$ cat src/rtl/rosc_pkg.sv
// Shared definitions for the ring-oscillator sampler controller.
//   rosc_state_e : FSM state encoding (IDLE, SEED, RUN, OUT, FAIL)
//   *_W          : counter and data widths used by rosc_sampler_ctrl
package rosc_pkg;

    // Wide enough for RUN_CYCLES up to 65535 and SEED_CYCLES up to 255.
    localparam int unsigned PHASE_CNT_W = 16;
    // Wide enough for REP_LIMIT up to 255.
    localparam int unsigned REP_CNT_W   = 8;
    // Eight samples per byte: a 3-bit counter wraps 7 -> 0 on completion.
    localparam int unsigned BIT_CNT_W   = 3;
    localparam int unsigned DATA_W      = 8;

    typedef enum logic [2:0] {
        StIdle = 3'd0,
        StSeed = 3'd1,
        StRun  = 3'd2,
        StOut  = 3'd3,
        StFail = 3'd4
    } rosc_state_e;

endpackage

$ cat src/rtl/sync2.sv
// Two-flop synchronizer for a single asynchronous bit.
//   clk     : destination clock
//   reset_n : asynchronous active-low reset, clears both stages
//   d_in    : asynchronous input
//   d_out   : synchronized output (two clk cycles of latency)
module sync2 (
    input  logic clk,
    input  logic reset_n,
    input  logic d_in,
    output logic d_out
);

    logic r_meta;
    logic r_sync;

    always_ff @(posedge clk or negedge reset_n) begin
        if (!reset_n) begin
            r_meta <= 1'b0;
            r_sync <= 1'b0;
        end else begin
            r_meta <= d_in;
            r_sync <= r_meta;
        end
    end

    assign d_out = r_sync;

endmodule

$ cat src/rtl/rosc_sampler_ctrl.sv
// Ring-oscillator entropy sampler controller.
// Repeatedly seeds the external oscillator, lets it free-run, samples one bit,
// and assembles eight samples (first sample in the MSB) into a byte handed to
// the consumer with a valid/ack pair. A repetition-count health test latches a
// sticky error and parks the FSM in FAIL until reset.
//   clk        : single clock
//   reset_n    : asynchronous active-low reset
//   enable     : start/continue entropy collection
//   rosc_ctrl  : 1 = oscillator seeded/stopped, 0 = free-running
//   rosc_seed  : seed value for all oscillator stages, inverts on each SEED entry
//   rosc_d     : oscillator output, asynchronous to clk
//   data       : collected entropy byte
//   data_valid : data holds a new byte
//   data_ack   : consumer accepts the byte
//   error      : sticky health-test failure
module rosc_sampler_ctrl
    import rosc_pkg::*;
#(
    parameter int unsigned SEED_CYCLES = 16,
    parameter int unsigned RUN_CYCLES  = 64,
    parameter int unsigned REP_LIMIT   = 32
) (
    input  logic              clk,
    input  logic              reset_n,
    input  logic              enable,
    output logic              rosc_ctrl,
    output logic              rosc_seed,
    input  logic              rosc_d,
    output logic [DATA_W-1:0] data,
    output logic              data_valid,
    input  logic              data_ack,
    output logic              error
);

    rosc_state_e r_state;
    rosc_state_e w_state_next;

    logic [PHASE_CNT_W-1:0] r_phase_cnt;
    logic [BIT_CNT_W-1:0]   r_bit_cnt;
    logic [DATA_W-1:0]      r_shift;
    logic [DATA_W-1:0]      r_data;
    logic [REP_CNT_W-1:0]   r_rep_cnt;
    logic                   r_last_bit;
    logic                   r_error;
    logic                   r_seed;

    logic                   w_bit;
    logic                   w_seed_last;
    logic                   w_run_last;
    logic                   w_sample;
    logic                   w_byte_done;
    logic [REP_CNT_W-1:0]   w_rep_next;
    logic                   w_rep_fail;
    logic                   w_discard;

    sync2 u_sync2 (
        .clk     (clk),
        .reset_n (reset_n),
        .d_in    (rosc_d),
        .d_out   (w_bit)
    );

    assign w_seed_last = (r_phase_cnt == PHASE_CNT_W'(SEED_CYCLES - 1));
    assign w_run_last  = (r_phase_cnt == PHASE_CNT_W'(RUN_CYCLES - 1));
    // A sample is taken only on the final RUN cycle of an uninterrupted round.
    assign w_sample    = (r_state == StRun) && enable && w_run_last;
    assign w_byte_done = (r_bit_cnt == {BIT_CNT_W{1'b1}});

    // Run length restarts at 1 on the very first sample and on any change.
    always_comb begin
        w_rep_next = REP_CNT_W'(1);
        if (r_rep_cnt != '0 && w_bit == r_last_bit) begin
            w_rep_next = r_rep_cnt + REP_CNT_W'(1);
        end
    end

    assign w_rep_fail = w_sample && (w_rep_next == REP_CNT_W'(REP_LIMIT));

    // Partial byte is dropped on an enable abort or a health-test failure.
    assign w_discard = (!enable && (r_state == StSeed || r_state == StRun)) || w_rep_fail;

    // ---------------------------------------------------------------- FSM state
    always_ff @(posedge clk or negedge reset_n) begin
        if (!reset_n) begin
            r_state <= StIdle;
        end else begin
            r_state <= w_state_next;
        end
    end

    // ---------------------------------------------------------------- next state
    always_comb begin
        w_state_next = r_state;
        unique case (r_state)
            StIdle: begin
                if (enable && !r_error) begin
                    w_state_next = StSeed;
                end
            end
            StSeed: begin
                if (!enable) begin
                    w_state_next = StIdle;
                end else if (w_seed_last) begin
                    w_state_next = StRun;
                end
            end
            StRun: begin
                if (!enable) begin
                    w_state_next = StIdle;
                end else if (w_run_last) begin
                    // Health failure wins over delivering the completed byte.
                    if (w_rep_fail) begin
                        w_state_next = StFail;
                    end else if (w_byte_done) begin
                        w_state_next = StOut;
                    end else begin
                        w_state_next = StSeed;
                    end
                end
            end
            StOut: begin
                if (data_ack) begin
                    w_state_next = enable ? StSeed : StIdle;
                end
            end
            StFail: begin
                w_state_next = StFail;
            end
            default: begin
                w_state_next = StIdle;
            end
        endcase
    end

    // ---------------------------------------------------------------- outputs
    always_comb begin
        rosc_ctrl  = 1'b1;
        data_valid = 1'b0;
        unique case (r_state)
            StRun:   rosc_ctrl  = 1'b0;
            StOut:   data_valid = 1'b1;
            default: ;
        endcase
    end

    assign rosc_seed = r_seed;
    assign data      = r_data;
    assign error     = r_error;

    // ---------------------------------------------------------------- datapath
    // Phase counter restarts on every state change and only runs in SEED/RUN.
    always_ff @(posedge clk or negedge reset_n) begin
        if (!reset_n) begin
            r_phase_cnt <= '0;
        end else if (r_state != w_state_next) begin
            r_phase_cnt <= '0;
        end else if (r_state == StSeed || r_state == StRun) begin
            r_phase_cnt <= r_phase_cnt + PHASE_CNT_W'(1);
        end
    end

    always_ff @(posedge clk or negedge reset_n) begin
        if (!reset_n) begin
            r_shift   <= '0;
            r_bit_cnt <= '0;
        end else if (w_discard) begin
            r_shift   <= '0;
            r_bit_cnt <= '0;
        end else if (w_sample) begin
            r_shift   <= {r_shift[DATA_W-2:0], w_bit};
            r_bit_cnt <= r_bit_cnt + BIT_CNT_W'(1);
        end
    end

    always_ff @(posedge clk or negedge reset_n) begin
        if (!reset_n) begin
            r_data <= '0;
        end else if (w_sample && w_byte_done && !w_rep_fail) begin
            r_data <= {r_shift[DATA_W-2:0], w_bit};
        end
    end

    always_ff @(posedge clk or negedge reset_n) begin
        if (!reset_n) begin
            r_rep_cnt  <= '0;
            r_last_bit <= 1'b0;
        end else if (w_sample) begin
            r_rep_cnt  <= w_rep_next;
            r_last_bit <= w_bit;
        end
    end

    always_ff @(posedge clk or negedge reset_n) begin
        if (!reset_n) begin
            r_error <= 1'b0;
        end else if (w_rep_fail) begin
            r_error <= 1'b1;
        end
    end

    // Alternating the seed each round avoids the oscillator restarting from
    // the same frozen state every time.
    always_ff @(posedge clk or negedge reset_n) begin
        if (!reset_n) begin
            r_seed <= 1'b0;
        end else if (w_state_next == StSeed && r_state != StSeed) begin
            r_seed <= ~r_seed;
        end
    end

endmodule

$ cat config.mk
export PLATFORM = sky130hd
export DESIGN_NAME = rosc_sampler_ctrl
export DESIGN_NICKNAME = d
export VERILOG_FILES = /design/src/rtl/rosc_pkg.sv /design/src/rtl/sync2.sv /design/src/rtl/rosc_sampler_ctrl.sv
export SDC_FILE = /design/constraint.sdc
export NUM_CORES = 1
export LEC_CHECK = 0
export ABC_AREA = 1
export CORE_AREA = 2 2 71 73
export CTS_CLUSTER_DIAMETER = 40
export CTS_CLUSTER_SIZE = 14
export DETAILED_ROUTE_END_ITERATION = 8
export DIE_AREA = 0 0 73 75
export PLACE_DENSITY_LB_ADDON = 0.1
export SYNTH_ARGS = -nofsm -noshare
export SYNTH_HDL_FRONTEND = slang
export SYNTH_SLANG_ARGS = --single-unit
$ cat constraint.sdc
create_clock -name clk -period 2.4 [get_ports clk]
set_input_delay 0.48 -clock clk [delete_from_list [all_inputs] [get_ports clk]]
set_output_delay 0.48 -clock clk [all_outputs]
set_load 0.05 [all_outputs]
# == Word level (Yosys, flattened, before mapping) ==
# Index checks and enable logic that the tools add are counted.
# classes
n_addsub,3
eq_ne,12
n_mux,19
bitwise_logic,1
n_reduce_logical,18
# op_table
op,count
16-bit two-way mux,2
3-bit two-way mux,9
16-bit by 1-bit adder with 16-bit output (second input constant),1
16-bit by 4-bit equality test with 1-bit output (second input constant),1
16-bit by 6-bit equality test with 1-bit output (second input constant),1
3-bit case mux with 5 select lines,1
7-bit two-way mux,2
1-bit logical AND,9
8-bit by 1-bit adder with 8-bit output (second input constant),1
8-bit by 6-bit equality test with 1-bit output (second input constant),1
8-bit two-way mux,1
8-bit nonzero test,1
3-bit by 1-bit equality test with 1-bit output (second input constant),2
3-bit by 2-bit equality test with 1-bit output (second input constant),2
3-bit equality test (second input constant),2
2-bit nonzero test,2
3-bit by 1-bit adder with 3-bit output (second input constant),1
1-bit logical NOT,3
3-bit logical NOT,1
1-bit two-way mux,3
3-bit by 1-bit != test with 1-bit output (second input constant),1
3-bit != test,1
1-bit logical OR,2
2-bit two-way mux,1
2 further kinds,2
# totals
ff_bits,50
input_bits,5
output_inout_bits,12
elab_cells,64

# == Longest topological paths before layout ==
# Gate-level depths: netlist (run 1).
# logic_depth
word_depth,11
ltp_mapped,15
mapped_depth_nobuf,14

# == By module ==
# A second synthesis (run 1) with hierarchy kept.
# unflattened
cells_unflattened,341
hier_area_um2,2793.9
# modules_own_cells
module,instances,cells_per_inst,area_per_inst_um2,seq_area_each_um2
rosc_sampler_ctrl,1,339,2743.9,1201.2
sync2,1,2,50.0,50.0

# == Least setup slack after synthesis (run 1) ==
# Ideal clock, no wire load.
# synth_path
kind,flip-flop to flip-flop
start,register r_state[0]
end,register r_phase_cnt[14]
setup_time_ns,0.118
arrival_time_ns,2.407
required_ns,2.282
slack_ns,-0.125
stages_incl_launch_ff,11
n_path_buf,1
synth_period_minus_slack_ns,2.525
path_cell_list,dfrtp_1 inv_1 nor3_1 o211ai_1 nand2_1 a21oi_1 nand3_2 nand2_4 buf_6 nand4_1 nand2_1
# synth_between
elab_chain_cells,10
elab_cells_between_ends,20
classes_between,eq/ne: 5; mux: 9; reduce/logical: 6
# synth_lines
element,line,text
from (decl),rosc_sampler_ctrl.sv:35,rosc_state_e r_state;
from (signal assigned),rosc_sampler_ctrl.sv:85,r_state <= StIdle;
from (signal assigned),rosc_sampler_ctrl.sv:87,r_state <= w_state_next;
3-bit by 2-bit equality test with 1-bit output,"rosc_sampler_ctrl.sv:66, rosc_sampler_ctrl.sv:94, rosc_sampler_ctrl.sv:157",
1-bit logical AND (2 in series),rosc_sampler_ctrl.sv:66,assign w_sample = (r_state == StRun) && enable && w_run_last;
1-bit logical AND,rosc_sampler_ctrl.sv:77,assign w_rep_fail = w_sample && (w_rep_next == REP_CNT_W'(REP_LIMIT));
3-bit two-way mux,rosc_sampler_ctrl.sv:112,if (w_rep_fail) begin
3-bit two-way mux,rosc_sampler_ctrl.sv:110,end else if (w_run_last) begin
3-bit two-way mux,rosc_sampler_ctrl.sv:108,if (!enable) begin
3-bit case mux with 5 select lines,rosc_sampler_ctrl.sv:94,unique case (r_state)
3-bit != test,rosc_sampler_ctrl.sv:155,end else if (r_state != w_state_next) begin
16-bit two-way mux / 2-bit nonzero test (equally long branches),-,
to (signal assigned),rosc_sampler_ctrl.sv:158,r_phase_cnt <= r_phase_cnt + PHASE_CNT_W'(1);
to (decl),rosc_sampler_ctrl.sv:38,logic [PHASE_CNT_W-1:0] r_phase_cnt;
# Several ways; a longest one is shown, not always the timed one.
# A chain may end at the register's enable or synchronous reset.

# == Worst setup path in the final report (run 1) ==
# layout_path
start,register r_state[1]
end,output port rosc_ctrl
# layout_between
elab_chain_cells,2
# layout_lines
element,line,text
3-bit by 2-bit equality test with 1-bit output,rosc_sampler_ctrl.sv:139,unique case (r_state)
1-bit two-way mux,rosc_sampler_ctrl.sv:139,
to (decl),rosc_sampler_ctrl.sv:26,"output logic rosc_ctrl,"
# Every way passes these cells.

==> impl_metrics.csv, run 1 <==
group,metric,value,unit
setup_path,crit_type,"reg -> out",
clock_tree,cts_sinks,50,
synthesis,ys_ff_latch,50,
clock_tree,clock_latency,320,ps
min_path,hold_class,"in -> async",
clock_tree,cts_tree,"built",
grt,grt_pass1_wl,9.43,mm
sta,drv_slew,0,
sta,timing.setup.tns,0,ps
clock_tree,numCtsBuffers,5,
sta,post-route-period-util,95.7,%
drt,postRouteAntennaNets,0,
clock_tree,clk_pin_slew,100,ps
drt,drt-initial-drc-count,120,
drt,drc,0,
sta,skew,12.4,ps
layout,nNetsFinal,362,
synthesis,synth.area.top_cells,"dfrtp_1, nand2_1, nor2_1",
drt,vias_per_cell,5.35,
floorplan,initial_core_util,58.5,%
floorplan,core_area,4660,µm²
synthesis,yosysTopAreaCell,"dfrtp_1",
clock_tree,h-tree-depth,2,
synthesis,synthDistinctLibCells,30,
clock_tree,clockRootBuffer,"clkbuf_8",
synthesis,syn_nets,338,
sta,rsz0062_at_grt,"false",
drt,first_pass_iters,4,
place,port_buffers,16,
synthesis,synth_top_area_share,45.9,%
grt,grt_max_degree,22,
synthesis,synth_most_common_cell,"nand2_1",
power,leakage,1.52,nW
power,fin_total_pwr,0.00141,W
drt,vias,2179,
floorplan,io_pins,17,
synthesis,ys_seq_area_share,45.9,%
drt,routedWlPerCell,13.4,µm
drt,routed_wl,5.44,mm
setup_path,r2r_setup_slack,240,ps
setup_path,start_kind,"flip-flop",
floorplan,rows,25,
synthesis,synth_common_cells,"nand2_1, dfrtp_1, nor2_1",
power,p_per_area,455,nW/µm²
flow_run,drv_cap,0,
setup_path,critPathRequiredTime,1920,ps
setup_path,crit_path_end_kind,"output port",
grt,grt_usage,22.6,%
power,ir_drop,339,µV
status,status,"complete, no violations",
synthesis,synthArstFlopShare,100,%
grt,antenna_found_initial,0,
clock_tree,clock_path_buffers,2,
layout,diodes,0,
setup_path,worstPathMaxFanout,5,
synthesis,synth_ff_type,"dfrtp_1",
setup_path,cp_top_family,"buffers and inverters",
place,dp.final_hpwl,4.00,mm
floorplan,die_x,73,µm
floorplan,die_h,75,µm
setup_path,slowest_delay,810,ps
grt,grt_pass1_vias,2081,
setup_path,cp.arrival,1820,ps
sta,worst_slew_pin_slew,533,ps
sta,timing.fmax,435,MHz
synthesis,synth_edf_count,0,
sta,max_slew_margin,64.1,%
setup_path,crit_buf_inv,3,
sta,min_period,2300,ps
place,gp_congestion,0.876,
setup_path,timing.critical_path.slowest_stage_cell,"clkdlybuf4s50_1",
grt,globalRouteOverflowTotal,0,
sta,final_hold_viol_count,0,
sta,finalSetupViolCount,0,
synthesis,synth_warnings,0,
synthesis,synth.avg_cell_area,8.32,µm²
synthesis,netlist_instances,328,
setup_path,crit_chain,"inv_2 > nor3_2 > inv_1 > clkdlybuf4s50_1",
synthesis,syn_area,2730,µm²
floorplan,die_area,5480,µm²
layout,final_layout_size_suffix_gt1_share,12.7,%
layout,area_growth,13.5,%
-- path summary, 6_finish.rpt --
| check | from | to | cells after the start |
|---|---|---|---|
| min | reset_n | u_sync2.r_meta | 1 |
| max reg2reg | r_rep_cnt[0] | r_phase_cnt[3] | 13 |
| min reg2reg | u_sync2.r_meta | u_sync2.d_out | 0 |
| min in group clk | u_sync2.r_meta | u_sync2.d_out | 0 |
| max in group asynchronous | reset_n | error | 2 |
| max | r_state[1] | rosc_ctrl | 4 |
-- registers in the layout (all words and copies together) (netlist names) --
name            count
data                8
u_sync2.r_meta      1
r_state             3
error               1
r_bit_cnt           3
u_sync2.d_out       1
r_shift             7
r_rep_cnt           8
r_last_bit          1
r_phase_cnt        16
rosc_seed           1
-- repair_timing --
item | 4_1_cts | 5_1_grt
hold buffers | 0 | 0
resized for setup | 0 | 4
setup buffers | 0 | 0
setup endpoints to repair | 0 | 13
-- cell families (layout without fill, tap and decap cells) --
group                      Yosys count  after routing  share of synthesized area, %
adders and majority gates            5              5                          2.29
AOI/OAI and AO/OA                   31             31                          5.96
buffers and inverters               39             64                          5.96
and+or+nand+nor                    178            178                          31.1
muxes                                8              8                          3.30
xor gates and xnor gates            17             17                          5.46
DFF                                 50             50                          45.9
-- metal layers --
metal	vias up	track usage, %	part of all wire (%)
li1	1126	-	-
met1	1007	33.0	52
met2	38	32.8	42
met3	8	4.15	3.8
met4	0	10.1	1.7
met5	-	0	0
-- stage by stage --
stage                     utilization [%]  setup WS (ps)  hold WS (ps)  instances  instance area, µm²
after global routing                 66.4           21.8          53.3        407                3100
after floorplan                         -            361           184        328                2730
after global placement               64.0            138           332        399                2980
after detailed placement             64.0           89.9           336        399                2980
after CTS                            66.0           89.8          33.8        407                3080
final                                66.4            103          33.7        407                3100
-- cells in the final DEF (no fill, tap or decap), types with 3 or more instances in the layout --
cell             netlist  final
a21oi_1               17     17
buf_4                  0      8
clkbuf_8               0      5
clkdlybuf4s50_1        0     14
dfrtp_1               50     50
ha_1                   5      5
inv_1                 30     30
mux2_2                 8      8
nand2_1               83     83
nand3_1               10     10
nand3_4                3      3
nand4_1               19     19
nor2_1                35     33
nor2_2                 3      5
nor3_1                10      9
nor3_2                 2      3
nor4_1                 6      6
o21ai_0                9      9
xnor2_1                4      4
xor2_1                13     13
-- worst reg2reg max path, stage by stage, from the launching register on --
cell     delay [ps]
dfrtp_1         420
inv_1           130
ha_1            170
nand2_1          70
nor2_1          130
nor2_2           80
nand2_1          80
nand2_1          70
nor2_2          170
nand3_4         130
nand3_4         140
nand3_4         210
nand2_4         190
nor2_1           60
-- where the power goes --
group	leakage, nW	internal, W	switching, W
clock	0.0491	0.000215	0.000309
combinational	0.803	0.0000114	0.0000255
sequential	0.672	0.000844	0.00000292
total	1.52	0.00107	0.000337
-- area by class of cell --
class,count,area (µm²)
Clock buffer,5,68.8
Clock inverter,3,26.3
Fill cell,398,1560
Inverter,32,120
Multi-Input combinational cell,239,1340
Sequential cell,50,1250
Tap cell,54,67.6
Timing Repair Buffer,24,225
Power figures use the tool's default switching activity.
==> run 2: changes to the inputs <==
- CAP_MARGIN: unset -> 20
- CORE_AREA: 2 2 71 73 -> 2 2 92 94
- CTS_CLUSTER_SIZE: 14 -> 28
- DIE_AREA: 0 0 73 75 -> 0 0 94 96
==> impl_metrics.csv, run 2 (synthesized netlist as in run 1, its figures left out) <==
group,metric,value,unit
drt,routed_wl,5.84,mm
sta,timing.setup.tns,0,ps
floorplan,die_area,9020,µm²
min_path,hold_class,"in -> async",
status,status,"complete, no violations",
clock_tree,clock_latency,310,ps
setup_path,r2r-end,"data[3]",
layout,regArea,1250,µm²
sta,post-route-period-util,90.8,%
floorplan,core_area,8050,µm²
sta,worst_slack,222,ps
sta,drv_slew,0,
drt,vias,2225,
flow_run,drv_cap,0,
sta,timing.fmax,459,MHz
floorplan,die_h,96,µm
sta,max_slew_margin,62.6,%
layout,nNetsFinal,364,
setup_path,worstReg2RegStart,"r_rep_cnt[2]",
layout,area_growth,16.5,%
setup_path,start_kind,"flip-flop",
setup_path,cp_top_family,"simple AND/OR/NAND/NOR gates",
floorplan,initial_core_util,33.9,%
setup_path,crit_chain,"nand2_1 > nor2_2 > nand2_1 > nand2_1 > nand2_1 > nor2_1 > nand2_1 > nor2_2 > nand3_4 > nand3_4 > buf_4 > mux2_2",
drt,vias_per_cell,4.84,
layout,largest_register_ffs,16,
setup_path,slowest_delay,460,ps
sta,min_period,2180,ps
clock_tree,clockRootBuffer,"clkbuf_8",
setup_path,crit_path_end_kind,"flip-flop",
place,pre_cts_slack,27.6,ps
drt,drt-initial-drc-count,97,
clock_tree,numCtsBuffers,5,
drt,routedWlPerCell,12.7,µm
setup_path,cpMostUsedCell,"nand2_1",
grt,grt_max_degree,51,
power,p_per_area,448,nW/µm²
grt,grt_pass1_vias,1986,
clock_tree,clk_pin_slew,110,ps
floorplan,io_pins,17,
grt,antenna_found_initial,0,
place,gp_congestion,0.798,
grt,grt_usage,13.8,%
layout,final_layout_size_suffix_gt1_share,13.0,%
setup_path,reg2reg_depth,12,
setup_path,worstPathMaxFanout,6,
floorplan,die_x,94,µm
clock_tree,cts_tree,"built",
floorplan,rows,33,
grt,grt_pass1_wl,9.63,mm
layout,diodes,0,
clock_tree,clock_path_buffers,2,
layout,final_cell_mix,"nand2_1, dfrtp_1, nor2_1",
sta,skew,11.4,ps
power,ir_drop,218,µV
setup_path,r2r_setup_slack,220,ps
setup_path,crit_buf_inv,1,
place,dp.final_hpwl,4.15,mm
setup_path,cp.arrival,2390,ps
clock_tree,cts_sinks,50,
layout,multiInputGateArea,1330,µm²
grt,globalRouteOverflowTotal,0,
layout,fill_cells,827,
sta,rsz0062_at_grt,"false",
setup_path,crit_type,"reg -> reg",
layout,final_common_cell,"nand2_1",
setup_path,critPathRequiredTime,2610,ps
layout,top_register,"r_phase_cnt",
setup_path,timing.critical_path.slowest_stage_cell,"dfrtp_1",
clock_tree,h-tree-depth,2,
power,leakage,1.54,nW
drt,first_pass_iters,4,
sta,worst_slew_pin_slew,556,ps
sta,final_hold_viol_count,0,
sta,finalSetupViolCount,0,
drt,drc,0,
place,port_buffers,16,
drt,postRouteAntennaNets,0,
## run 2: how the worst max path moves through the flow
stage / slack (ps) / from / cells after the start / to
after CTS: 80 / r_state[1] / 4 / rosc_ctrl
after floorplan: 360 / r_state[0] / 10 / r_phase_cnt[14]
after global placement: 80 / enable / 10 / r_phase_cnt[0]
after detailed placement: 30 / enable / 10 / r_phase_cnt[1]
final: 220 / r_rep_cnt[2] / 12 / data[3]
after global routing: 20 / r_rep_cnt[0] / 14 / r_phase_cnt[0]
## run 2: routing by layer
metal	part of all wire, %	GRT usage, %	vias to the layer above
met5	0	0	-
met4	1.1	3.62	0
met3	3.3	3.21	5
met2	43	19.6	36
met1	53	20.9	1058
li1	-	-	1126
## run 2: final cells by class
class | count | area share (%)
multi-input cells | 239 | 42.0
clock inverters | 3 | 0.906
repair buffers | 26 | 7.68
flip-flops and latches | 50 | 39.4
inverters | 32 | 3.78
clock buffers | 5 | 2.17
well taps | 105 | 4.13
## run 2: what timing repair did
item / in CTS / in global routing
resized for setup: 1 / 5
pin swaps: 0 / 1
setup endpoints to repair: 1 / 22
buffers inserted: 0 / 1
hold buffers: 0 / 0
## run 2: power by group
group	internal, W	switching (W)
Sequential	0.000844	0.00000285
Combinational	0.0000130	0.0000265
Clock	0.000219	0.000319
Total	0.00108	0.000349
## run 2: stage by stage
step,area (µm²),cells,utilization [%],power [W],hold WS [ps]
after CTS,3150,459,39.2,0.00146,146
after global placement,3060,451,38.0,0.000905,332
final,3180,460,39.5,0.00142,131
after global routing,3180,460,39.5,0.00150,149
after floorplan,2730,328,-,0.000871,184
after detailed placement,3060,451,38.0,0.000904,336
==> RTL edit (settings of run 2) <==
Reset style: synchronous (`reset_n`), changed in 8 clocked blocks. Comments in the files are not updated.
--- a/src/rtl/sync2.sv
+++ b/src/rtl/sync2.sv
@@ -13,7 +13,7 @@
     logic r_meta;
     logic r_sync;
 
-    always_ff @(posedge clk or negedge reset_n) begin
+    always_ff @(posedge clk) begin
         if (!reset_n) begin
             r_meta <= 1'b0;
             r_sync <= 1'b0;
--- a/src/rtl/rosc_sampler_ctrl.sv
+++ b/src/rtl/rosc_sampler_ctrl.sv
@@ -80,7 +80,7 @@
     assign w_discard = (!enable && (r_state == StSeed || r_state == StRun)) || w_rep_fail;
 
     // ---------------------------------------------------------------- FSM state
-    always_ff @(posedge clk or negedge reset_n) begin
+    always_ff @(posedge clk) begin
         if (!reset_n) begin
             r_state <= StIdle;
         end else begin
@@ -149,7 +149,7 @@
 
     // ---------------------------------------------------------------- datapath
     // Phase counter restarts on every state change and only runs in SEED/RUN.
-    always_ff @(posedge clk or negedge reset_n) begin
+    always_ff @(posedge clk) begin
         if (!reset_n) begin
             r_phase_cnt <= '0;
         end else if (r_state != w_state_next) begin
@@ -159,7 +159,7 @@
         end
     end
 
-    always_ff @(posedge clk or negedge reset_n) begin
+    always_ff @(posedge clk) begin
         if (!reset_n) begin
             r_shift   <= '0;
             r_bit_cnt <= '0;
@@ -172,7 +172,7 @@
         end
     end
 
-    always_ff @(posedge clk or negedge reset_n) begin
+    always_ff @(posedge clk) begin
         if (!reset_n) begin
             r_data <= '0;
         end else if (w_sample && w_byte_done && !w_rep_fail) begin
@@ -180,7 +180,7 @@
         end
     end
 
-    always_ff @(posedge clk or negedge reset_n) begin
+    always_ff @(posedge clk) begin
         if (!reset_n) begin
             r_rep_cnt  <= '0;
             r_last_bit <= 1'b0;
@@ -190,7 +190,7 @@
         end
     end
 
-    always_ff @(posedge clk or negedge reset_n) begin
+    always_ff @(posedge clk) begin
         if (!reset_n) begin
             r_error <= 1'b0;
         end else if (w_rep_fail) begin
@@ -200,7 +200,7 @@
 
     // Alternating the seed each round avoids the oscillator restarting from
     // the same frozen state every time.
-    always_ff @(posedge clk or negedge reset_n) begin
+    always_ff @(posedge clk) begin
         if (!reset_n) begin
             r_seed <= 1'b0;
         end else if (w_state_next == StSeed && r_state != StSeed) begin
Behaviour: differs if reset_n is asserted again (counterexample within 4 cycles, from zero or initial values and one cycle with reset_n low); with reset_n held inactive, the same outputs for 10 cycles.
==> RTL edit against run 2 <==
- clock skew down 0.0026 ns
- cell area down 3.2%
- highest routed layer unchanged
- final cell count up 3.5%
- worst setup slack worse by 0.13 ns
- register-to-register slack better by 0.04 ns
- sequential cell count unchanged
- area after synthesis down 4.1%
- wire length down 4.7%
- fmax down 5.7%
Power is not compared: it rests on default switching activity, and its combinational part moved more than twofold at a synthesized area within 25%.
==> RTL edit: results (changes against run 2) <==
| Metric | Value |
|---|---|
| Largest Register | r_phase_cnt |
| Commonest cells in the netlist | 64 x nand2_1, 50 x dfxtp_1, 38 x inv_1, 38 x nor2_1, 27 x a21oi_1 |
| Gr usage total | 12.98% (-0.80 points) |
| Initial antenna violation count | 0 (unchanged) |
| Filler cell count | 864 (+4.5%) |
| Worst slack, placed | 0.02070 ns (-0.006936 ns) |
| Slowest stage cell, crit path | clkdlybuf4s50_1 |
| Post-detailed-route wirelength per cell | 11.69 um (-7.9%) |
| Clock Tree Root | clkbuf_8 |
| Antenna diode count | 0 (unchanged) |
| CTS H-tree depth | 2 (unchanged) |
| Ys Warns | 0 (unchanged) |
| Slew HR | 65.47% (+2.9 points) |
| CP arrival | 1.83 ns (-0.56 ns) |
| Nets | 380 (+4.4%) |
| TritonCTS Buffers | 5 (unchanged) |
| Distinct cells, synth | 33 (+10%) |
| First-pass GRT wire length | 9.252 mm (-3.9%) |
| Peak VDD IR | 0.0002406 V |
| Mapped Nets | 353 (+4.4%) |
| Synth area leaders | dfxtp_1 38%, nand2_1 9.2%, inv_1 5.5% |
| Initial DRT Pass Iterations | 4 (unchanged) |
| Setup Skew | 0.008863 ns (-0.002563 ns) |
| Max stage delay on crit path | 0.84 ns (+0.38 ns) |
| Async S/R FF share, synth | 0% (-100 points) |
| Initial DRC count | 49 (-49%) |
| Max clock buf depth | 2 (unchanged) |
| Post_cts resized | 0 (-1) |
| Status | finished clean |
| Via count | 2,152 (-3.3%) |
| Vias in the first global route | 1,982 (-0.20%) |
| Clk_lat worst skew | 0.31 ns (about the same) |
| DP Wirelength | 4.064 mm (-2.1%) |
| CTS clk-pin slew, worst paths | 0.10 ns |
| Largest net degree at the start of global routing | 21 (-59%) |
| HP Class | reg -> reg |
| Max reg flops | 16 (unchanged) |
| Fraction of layout cells with a size suffix above 1 | 16.17% (+3.2 points) |
| GPL Wtd Cong | 0.8185 (+2.5%) |
| Leak Pwr | 1.144 nW |
| Port-buffer cells | 16 (unchanged) |
| Crit-path max FO | 5 (-1) |
| Register area share after synthesis | 38.28% (-7.6 points) |
[RTL edit: power breakdown]
part           leakage (nW)  switching (mW)  total [mW]  internal, mW
clock network        0.0506           0.323       0.542         0.219
registers             0.404         0.00501       0.840         0.835
logic                 0.690          0.0590      0.0940        0.0350
total                  1.14           0.387        1.48          1.09
[RTL edit: final timing paths]
path,start,cells after the start,slack [ns],to
hold / removal,u_sync2.r_meta,2,0.42,u_sync2.d_out
setup reg to reg,r_rep_cnt[0],13,0.26,r_phase_cnt[3]
setup / recovery,r_state[1],3,0.09,data_valid
hold reg to reg,u_sync2.r_meta,2,0.42,u_sync2.d_out
[RTL edit: layout make-up]
class                           instances  area, sq um  area share (%)
Timing Repair Buffer                   27        280.3           9.113
Inverter                               44        166.4           5.411
Tap cell                              105        131.4           4.272
Clock buffer                            5        68.82           2.238
Clock inverter                          3        28.78          0.9357
Multi-Input combinational cell        242         1399           45.48
Sequential cell                        50         1001           32.55
[RTL edit: kinds of logic (layout without fill, tap and decap cells)]
family | count (synthesis) | count (layout) | synth area share, %
XOR/XNOR | 17 | 17 | 5.694
AO/OA/AOI/OAI | 45 | 45 | 10.00
adder cells (fa/ha/maj) | 5 | 5 | 2.392
AND/OR/NAND/NOR | 174 | 174 | 35.02
flip-flops | 50 | 50 | 38.28
buffers and inverters | 51 | 79 | 8.229
multiplexers | 1 | 1 | 0.3828
[RTL edit: what timing repair did]
item | in CTS | in global routing
buffers inserted | 0 | 1
hold buffers | 0 | 0
endpoints found under the setup margin | 0 | 13
[RTL edit: routing by layer]
| layer | up-vias | track usage [%] | routed length, um |
|---|---|---|---|
| met3 | 8 | 2.741 | 124 |
| met1 | 973 | 16.99 | 2821 |
| met2 | 15 | 21.49 | 2554 |
| met5 | - | 0 | 0 |
| met4 | 0 | 3.986 | 64 |
| li1 | 1156 | - | - |
[RTL edit: metrics by stage]
step | power, mW | cells | cell area, sq um
after global routing | 1.540 | 476 | 3075
final | 1.476 | 476 | 3075
after CTS | 1.492 | 475 | 3055
after floorplan | 0.9181 | 343 | 2615
after detailed placement | 0.9474 | 467 | 2958
after global placement | 0.9479 | 467 | 2958
[RTL edit: critical path: cells and delay by family, from the launching register on]
family	cells	cell delay, ns
buffers and inverters	1	0.84
flip-flops	1	0.44
AND/OR/NAND/NOR	2	0.23
